--- src/rtl/wavefront_prune_if.sv ---
// Handshake and data bundle for wavefront_prune.
// The master side launches prune passes and the slave side returns the pruned lane mask.
interface wavefront_prune_if #(
  parameter int MAX_WAVEFRONT_LEN = 32,
  parameter int LOG_MAX_TILE_SIZE = 6,
  parameter int DATA_WIDTH        = 8,
  parameter int REF_LEN_WIDTH     = 8,
  parameter int QUERY_LEN_WIDTH   = 8
);
  logic                                                start;
  logic [REF_LEN_WIDTH-1:0]                            threshold;
  logic [QUERY_LEN_WIDTH-1:0]                          queryLen;
  logic [DATA_WIDTH-1:0]                               numDiag;
  logic [DATA_WIDTH-1:0]                               Kmin_in;
  logic [MAX_WAVEFRONT_LEN-1:0][LOG_MAX_TILE_SIZE-1:0] OffsetReg;
  logic [MAX_WAVEFRONT_LEN-1:0]                        valid_in;
  logic [MAX_WAVEFRONT_LEN-1:0]                        valid_out;
  logic [DATA_WIDTH-1:0]                               Kmin_out;
  logic [DATA_WIDTH-1:0]                               Kmax_out;
  logic [$clog2(MAX_WAVEFRONT_LEN):0]                  numKept;
  logic                                                allPruned;
  logic                                                busy;
  logic                                                done;

  modport master (
    output start, threshold, queryLen, numDiag, Kmin_in, OffsetReg, valid_in,
    input  valid_out, Kmin_out, Kmax_out, numKept, allPruned, busy, done
  );

  modport slave (
    input  start, threshold, queryLen, numDiag, Kmin_in, OffsetReg, valid_in,
    output valid_out, Kmin_out, Kmax_out, numKept, allPruned, busy, done
  );
endinterface

--- src/rtl/wavefront_prune.sv ---
// Serial wavefront pruner: latches one wavefront, scans one lane per cycle and
// reports the kept-lane mask, the kept diagonal range and the kept count.
//
// state | meaning
// IDLE  | waiting for start
// LOAD  | capture all data inputs, clear result registers
// SCAN  | evaluate lane idx, lanes 0..MAX_WAVEFRONT_LEN-1 in order
// DONE  | results final, done pulse
module wavefront_prune #(
  parameter int MAX_WAVEFRONT_LEN = 32,
  parameter int LOG_MAX_TILE_SIZE = 6,
  parameter int DATA_WIDTH        = 8,
  parameter int REF_LEN_WIDTH     = 8,
  parameter int QUERY_LEN_WIDTH   = 8
) (
  input logic               clk,
  input logic               rst,
  wavefront_prune_if.slave  bus
);
  localparam int IW = $clog2(MAX_WAVEFRONT_LEN);
  localparam int LW = ((IW > DATA_WIDTH) ? IW : DATA_WIDTH) + 1;
  localparam int RQ = (REF_LEN_WIDTH > QUERY_LEN_WIDTH) ? REF_LEN_WIDTH : QUERY_LEN_WIDTH;
  localparam int CW = ((RQ > LOG_MAX_TILE_SIZE) ? RQ : LOG_MAX_TILE_SIZE) + 1;

  typedef enum logic [1:0] {IDLE, LOAD, SCAN, DONE} state_t;
  state_t state, state_nxt;

  logic [MAX_WAVEFRONT_LEN-1:0][LOG_MAX_TILE_SIZE-1:0] off_q;
  logic [MAX_WAVEFRONT_LEN-1:0] valid_q;
  logic [REF_LEN_WIDTH-1:0]     thr_q;
  logic [QUERY_LEN_WIDTH-1:0]   qlen_q;
  logic [DATA_WIDTH-1:0]        nd_q;
  logic [DATA_WIDTH-1:0]        kmin_q;
  logic [IW-1:0]                idx;

  logic          last_lane;
  logic [LW-1:0] lane_lim;
  logic          lane_ok;
  logic [CW-1:0] reach;
  logic          keep;

  assign last_lane = (idx == IW'(MAX_WAVEFRONT_LEN - 1));
  // Extra bit so numDiag = all-ones still admits every lane.
  assign lane_lim  = LW'(nd_q) + LW'(1);
  assign lane_ok   = (LW'(idx) <= lane_lim);
  assign reach     = CW'(off_q[idx]) + CW'(thr_q);
  assign keep      = lane_ok && valid_q[idx] && (reach >= CW'(qlen_q));

  assign bus.busy = (state != IDLE);
  assign bus.done = (state == DONE);

  always_ff @(posedge clk or posedge rst) begin
    if (rst) state <= IDLE;
    else     state <= state_nxt;
  end

  always_comb begin
    state_nxt = state;
    case (state)
      IDLE:    if (bus.start) state_nxt = LOAD;
      LOAD:    state_nxt = SCAN;
      SCAN:    if (last_lane) state_nxt = DONE;
      DONE:    state_nxt = IDLE;
      default: state_nxt = IDLE;
    endcase
  end

  always_ff @(posedge clk or posedge rst) begin
    if (rst) begin
      off_q         <= '0;
      valid_q       <= '0;
      thr_q         <= '0;
      qlen_q        <= '0;
      nd_q          <= '0;
      kmin_q        <= '0;
      idx           <= '0;
      bus.valid_out <= '0;
      bus.Kmin_out  <= '0;
      bus.Kmax_out  <= '0;
      bus.numKept   <= '0;
      bus.allPruned <= 1'b0;
    end else begin
      case (state)
        LOAD: begin
          off_q         <= bus.OffsetReg;
          valid_q       <= bus.valid_in;
          thr_q         <= bus.threshold;
          qlen_q        <= bus.queryLen;
          nd_q          <= bus.numDiag;
          kmin_q        <= bus.Kmin_in;
          idx           <= '0;
          // Results default to the all-pruned answer until a lane is kept.
          bus.valid_out <= '0;
          bus.Kmin_out  <= bus.Kmin_in;
          bus.Kmax_out  <= bus.Kmin_in;
          bus.numKept   <= '0;
          bus.allPruned <= 1'b0;
        end
        SCAN: begin
          idx <= idx + IW'(1);
          if (keep) begin
            bus.valid_out[idx] <= 1'b1;
            bus.numKept        <= bus.numKept + 1'b1;
            bus.Kmax_out       <= kmin_q + DATA_WIDTH'(idx);
            if (bus.numKept == '0) bus.Kmin_out <= kmin_q + DATA_WIDTH'(idx);
          end
          if (last_lane) bus.allPruned <= (bus.numKept == '0) && !keep;
        end
        default: ;
      endcase
    end
  end
endmodule

--- src/flat_wrapper.sv ---
// flat-port wrapper written by rule: the top's interface ports become plain ports
module wavefront_prune_flat 
#(
  parameter int MAX_WAVEFRONT_LEN = 32,
  parameter int LOG_MAX_TILE_SIZE = 6,
  parameter int DATA_WIDTH        = 8,
  parameter int REF_LEN_WIDTH     = 8,
  parameter int QUERY_LEN_WIDTH   = 8
)
  (clk, rst, bus_start, bus_threshold, bus_queryLen, bus_numDiag, bus_Kmin_in, bus_OffsetReg, bus_valid_in, bus_valid_out, bus_Kmin_out, bus_Kmax_out, bus_numKept, bus_allPruned, bus_busy, bus_done);
  wavefront_prune_if #(.MAX_WAVEFRONT_LEN(MAX_WAVEFRONT_LEN), .LOG_MAX_TILE_SIZE(LOG_MAX_TILE_SIZE), .DATA_WIDTH(DATA_WIDTH), .REF_LEN_WIDTH(REF_LEN_WIDTH), .QUERY_LEN_WIDTH(QUERY_LEN_WIDTH)) bus_i ();
  input logic clk;
  input logic rst;
  input wire logic [$bits(bus_i.start)-1:0] bus_start;
  input wire logic [$bits(bus_i.threshold)-1:0] bus_threshold;
  input wire logic [$bits(bus_i.queryLen)-1:0] bus_queryLen;
  input wire logic [$bits(bus_i.numDiag)-1:0] bus_numDiag;
  input wire logic [$bits(bus_i.Kmin_in)-1:0] bus_Kmin_in;
  input wire logic [$bits(bus_i.OffsetReg)-1:0] bus_OffsetReg;
  input wire logic [$bits(bus_i.valid_in)-1:0] bus_valid_in;
  output wire logic [$bits(bus_i.valid_out)-1:0] bus_valid_out;
  output wire logic [$bits(bus_i.Kmin_out)-1:0] bus_Kmin_out;
  output wire logic [$bits(bus_i.Kmax_out)-1:0] bus_Kmax_out;
  output wire logic [$bits(bus_i.numKept)-1:0] bus_numKept;
  output wire logic [$bits(bus_i.allPruned)-1:0] bus_allPruned;
  output wire logic [$bits(bus_i.busy)-1:0] bus_busy;
  output wire logic [$bits(bus_i.done)-1:0] bus_done;
  assign bus_i.start = bus_start;
  assign bus_i.threshold = bus_threshold;
  assign bus_i.queryLen = bus_queryLen;
  assign bus_i.numDiag = bus_numDiag;
  assign bus_i.Kmin_in = bus_Kmin_in;
  assign bus_i.OffsetReg = bus_OffsetReg;
  assign bus_i.valid_in = bus_valid_in;
  assign bus_valid_out = bus_i.valid_out;
  assign bus_Kmin_out = bus_i.Kmin_out;
  assign bus_Kmax_out = bus_i.Kmax_out;
  assign bus_numKept = bus_i.numKept;
  assign bus_allPruned = bus_i.allPruned;
  assign bus_busy = bus_i.busy;
  assign bus_done = bus_i.done;
  wavefront_prune #(.MAX_WAVEFRONT_LEN(MAX_WAVEFRONT_LEN), .LOG_MAX_TILE_SIZE(LOG_MAX_TILE_SIZE), .DATA_WIDTH(DATA_WIDTH), .REF_LEN_WIDTH(REF_LEN_WIDTH), .QUERY_LEN_WIDTH(QUERY_LEN_WIDTH)) u_core (.clk(clk), .rst(rst), .bus(bus_i));
endmodule
--- config.mk ---
export PLATFORM = sky130hd
export DESIGN_NAME = wavefront_prune_flat
export DESIGN_NICKNAME = d
export VERILOG_FILES = /design/src/rtl/wavefront_prune_if.sv /design/src/rtl/wavefront_prune.sv /design/src/flat_wrapper.sv
export SDC_FILE = /design/constraint.sdc
export NUM_CORES = 1
export LEC_CHECK = 0
export BUFFER_PORTS_ARGS = -buffer_cell sky130_fd_sc_hd__clkbuf_2
export CORE_ASPECT_RATIO = 2
export CORE_MARGIN = 5
export CORE_UTILIZATION = 54
export CTS_CLUSTER_SIZE = 16
export DETAILED_ROUTE_END_ITERATION = 6
export HOLD_SLACK_MARGIN = 0.05
export PLACE_DENSITY = 0.81
export SETUP_SLACK_MARGIN = 0.3
export SYNTH_ARGS = -nofsm -noshare
export SYNTH_HDL_FRONTEND = slang
export SYNTH_SLANG_ARGS = --single-unit
--- constraint.sdc ---
create_clock -name clk -period 21.6 [get_ports clk]
set_clock_uncertainty 0.2 [all_clocks]
set_input_delay 0 -clock clk [delete_from_list [all_inputs] [get_ports clk]]
set_output_delay 0 -clock clk [all_outputs]
set_load 0.01 [all_outputs]
==> flow_metrics.tcl, run 1 <==
set metrics [dict create \
    status "did not finish" \
    cts.sinks 318 \
    synthSimpleGateAreaFrac_pct 6.303 \
    yosys-top-cells-area "dfrtp_1 (52%), mux2_2 (19%), mux4_2 (7.4%)" \
    ys_seq_area_share_pct 52.33 \
    synth_fa_ha_area_share_pct 3.308 \
    synth-async-reset-ratio_pct 100.0 \
    lastStage "clock tree synthesis" \
    synth_compound_area_share_pct 6.607 \
    dp_cells 1754 \
    cts_made_buffers 29 \
    post_cts_buffers 0 \
    syn_area_mm2 0.01521 \
    cts-root-buf "clkbuf_16" \
    synth_mux_area_share_pct 27.63 \
    ctsResizeCount 0 \
    rows 87 \
    avgSynthCellArea_um2 13.36 \
    start_util_pct 54.35 \
    yosysTopAreaCell "dfrtp_1" \
    routabilityCongestion 0.8833 \
    cts_buffer_depth 3 \
    ctsHoldBuffers 363 \
    ys_ff_latch 318 \
    synth_cell_types 55 \
    netlist_instances 1138 \
    die_w_um 128.7 \
    io_pins 316 \
    synthXorXnorAreaFrac_pct 0.5760 \
    syn_nets 1436 \
    error_line "[ERROR RSZ-0060] Max buffer count reached." \
    yosys_warnings 0 \
    synth_top_area_share_pct 52.33 \
    synth_ff_type "dfrtp_1" \
    synth_top_family_by_area "multiplexers" \
    place_hpwl_um 29130 \
    synth_edf_count 0 \
    die_h_um 247.3 \
    htree_levels 1 \
    io_buffer_count 315 \
]
## synth_stat cells (all sizes together), types with 3 or more instances
library cell	n
nor3b	5
mux4	50
o22ai	3
a311oi	7
nand2b	6
nand2	27
nor3	6
mux2	258
nor2b	11
a22oi	27
a21o	3
nor2	33
buf	17
and3	8
a211oi	4
o21ai	26
nand3	18
a31oi	4
clkbuf	55
xor2	3
mux2i	17
dfrtp	318
a21oi	33
o211ai	4
and2	32
ha	37
xnor2	7
nand4	28
a41oi	17
inv	50
## logic make-up after synthesis
family / after synthesis
muxes: 325
DFF: 318
and+or+nand+nor: 178
AOI/OAI and AO/OA: 144
buffers and inverters: 124
adders and majority gates: 39
xor gates and xnor gates: 10
## stage by stage
step / setup slack, ps / cell area (µm²)
after detailed placement: 15150 / 17130
after global placement: 15260 / 17130
after floorplan: 12600 / 15210
==> inputs of run 2 (changes only) <==
--- a/config.mk
+++ b/config.mk
@@ -6,14 +6,10 @@
 export NUM_CORES = 1
 export LEC_CHECK = 0
 export BUFFER_PORTS_ARGS = -buffer_cell sky130_fd_sc_hd__clkbuf_2
-export CORE_ASPECT_RATIO = 2
 export CORE_MARGIN = 5
-export CORE_UTILIZATION = 54
-export CTS_CLUSTER_SIZE = 16
+export CORE_UTILIZATION = 39
 export DETAILED_ROUTE_END_ITERATION = 6
-export HOLD_SLACK_MARGIN = 0.05
-export PLACE_DENSITY = 0.81
-export SETUP_SLACK_MARGIN = 0.3
+export PLACE_DENSITY_LB_ADDON = 0.15
 export SYNTH_ARGS = -nofsm -noshare
 export SYNTH_HDL_FRONTEND = slang
 export SYNTH_SLANG_ARGS = --single-unit
==> run 2 against run 1 <==
Net effect:
- the run now ends clean
- synthesized cell count unchanged
- area after synthesis unchanged
==> flow_metrics.tcl, run 2 <==
set metrics [dict create \
    post_cts_buffers 0 \
    path_class "register to register" \
    syn_area_mm2 0.01521 \
    status "completed" \
    synth_ff_type "dfrtp_1" \
    die_h_um 207.5 \
    fill_cells 3186 \
    area_delta_synth_final_pct 42.33 \
    largest_reg_flops 192 \
    report.final.slew_viol_count 0 \
    slew_headroom_pct 5.919 \
    crit_arrival_ps 6700 \
    grt_pass1_wl_um 74260 \
    end_kind "register" \
    grt_pass1_vias 12940 \
    start_util_pct 39.35 \
    synthTopCellsByCount "dfrtp_1 (318), mux2_2 (258), clkbuf_1 (55)" \
    yosys_warnings 0 \
    vdd_drop_max_uv 103.6 \
    grt_use_total_pct 21.76 \
    drt_iter0_drc 602 \
    ant_nets 0 \
    rsz0062_at_grt "false" \
    layout_commonest_cell "dfrtp_1" \
    cap_violations 0 \
    synth_edf_count 0 \
    period_needed_ps 6477 \
    wl_um 47150 \
    cts_made_buffers 38 \
    power.density_mw_per_mm2 139.1 \
    critPathMaxFanout 36 \
    clkLatencyLatePin_ps 560 \
    synth-async-reset-ratio_pct 100.0 \
    firstDrtPassIters 5 \
    grt_overflow_total 0 \
    routabilityCongestion 0.8014 \
    drive_gt1_share_pct 40.30 \
    clk_pin_slew_ps 60 \
    io_pins 316 \
    syn_nets 1436 \
    place_hpwl_um 31090 \
    clock.fmax_mhz 154.4 \
    yosys-top-cells-area "dfrtp_1 (52%), mux2_2 (19%), mux4_2 (7.4%)" \
    final_cell_mix "dfrtp_1 (316), clkbuf_2 (315), dlygate4sd3_1 (299)" \
    core_mm2 0.03865 \
    via_per_inst 5.142 \
    timing_hold_violations_final 0 \
    post-route-drc-count 0 \
    tightest_slew_ps 1411 \
    setup-violations-final 0 \
    worstPathRequired_ps 21820 \
    dieArea_mm2 0.04304 \
    p_leak_nw 9.556 \
    synth_top_area_share_pct 52.33 \
    wl_per_cell_um 20.64 \
    hold_class "input port to register" \
    setup.worst_path.start_class "register" \
    cts_buffer_depth 3 \
    die_w_um 207.5 \
    htree_levels 2 \
    rows 72 \
    yosysTopAreaCell "dfrtp_1" \
    ys_seq_area_share_pct 52.33 \
    avgSynthCellArea_um2 13.36 \
    tritoncts "yes" \
    largest_registers "u_core.off_q: 192 flops, u_core.bus.valid_out: 32 flops, u_core.valid_q: 32 flops" \
    grt_max_degree 188 \
    cts.sinks 318 \
    cts-root-buf "clkbuf_16" \
    top_register "u_core.off_q" \
    antenna_found_initial 8 \
    ys_ff_latch 318 \
    synth_cell_types 55 \
    netlist_instances 1138 \
    dr_total_vias 11750 \
    yosys.cell_count.top_type "dfrtp_1" \
    hold_slack_ps 24.46 \
    period_share_pct 29.98 \
    setup_tns_ps 0 \
    num-nets-final 2035 \
    io_buffer_count 315 \
]
## run 2: cell counts after synthesis
No cell type changed its count.
## run 2: path summary, 6_finish.rpt
check                             startpoint                endpoint  slack [ps]  depth (start not counted)
max                            u_core.idx[0]  u_core.bus.Kmin_out[6]       15120                         17
min                        bus_OffsetReg[24]        u_core.off_q[24]          20                          3
max reg2reg                    u_core.idx[0]  u_core.bus.Kmin_out[6]       15120                         17
min reg2reg                 u_core.off_q[40]        u_core.off_q[40]         300                          1
max in group asynchronous                rst        u_core.off_q[65]       18330                          6
min in group asynchronous                rst      u_core.valid_q[26]         520                          4
## run 2: metrics by stage
step	cells	total power, W	worst slack (ps)	utilization, %	cell area, µm²
after floorplan	1138	0.001977	12600	-	15210
after global placement	1916	0.002271	15240	44.85	17330
after detailed placement	1916	0.002302	15090	44.85	17330
after CTS	2280	0.003029	15040	55.97	21630
after global routing	2285	0.003202	14620	56.00	21640
final	2285	0.003010	15120	56.00	21640
## run 2: metal layers
layer | vias to the layer above | routed length (µm) | GRT usage, %
li1 | 5406 | - | -
met1 | 5886 | 19890 | 28.26
met4 | 6 | 1564 | 7.752
met5 | - | 28 | 0
met2 | 346 | 23330 | 36.69
met3 | 105 | 2340 | 4.065
## run 2: what timing repair did
action | CTS | global route
endpoints found under the hold margin | 382 | 0
hold buffers | 299 | 0
resized for setup | 0 | 0
endpoints found under the setup margin | 0 | 0
## run 2: layout make-up
cell class / instances / area, µm² / share of cell area (%)
inverter: 52 / 202.7 / 0.9366
sequential: 318 / 7965 / 36.80
multi-input combinational: 696 / 6799 / 31.42
timing repair buffer: 631 / 4710 / 21.76
tap: 518 / 648.1 / 2.995
antenna: 5 / 12.51 / 0.05781
clock inverter: 9 / 195.2 / 0.9019
clock buffer: 56 / 1110 / 5.128
## run 2: logic make-up after synthesis
family | synth area share (%)
adders and majority gates | 3.308
DFF | 52.33
muxes | 27.63
and+or+nand+nor | 6.303
xor gates and xnor gates | 0.5760
buffers and inverters | 3.242
AOI/OAI and AO/OA | 6.608
## run 2: worst max-delay path: stages, from the launching register on
cell and delay, ps:
dfrtp_4 910, buf_4 660, mux4_2 590, a22oi_1 210, and3_1 190, o21ai_0 150
ha_1 320, a21o_1 160, a21oi_1 230, o21bai_1 90, a21oi_1 250, nand3b_1 140
nand3_1 90, ha_1 230, o41ai_1 730, a21oi_1 350, a32oi_4 440, mux2_2 380
## run 2: power breakdown
| group | total [W] | internal, W | leakage (nW) | switching (W) |
|---|---|---|---|---|
| Sequential | 0.00105 | 0.000873 | 3.83 | 0.000177 |
| Combinational | 0.00129 | 0.000690 | 5.09 | 0.000600 |
| Clock | 0.000670 | 0.000416 | 0.631 | 0.000254 |
(Power assumes the default switching activity.)
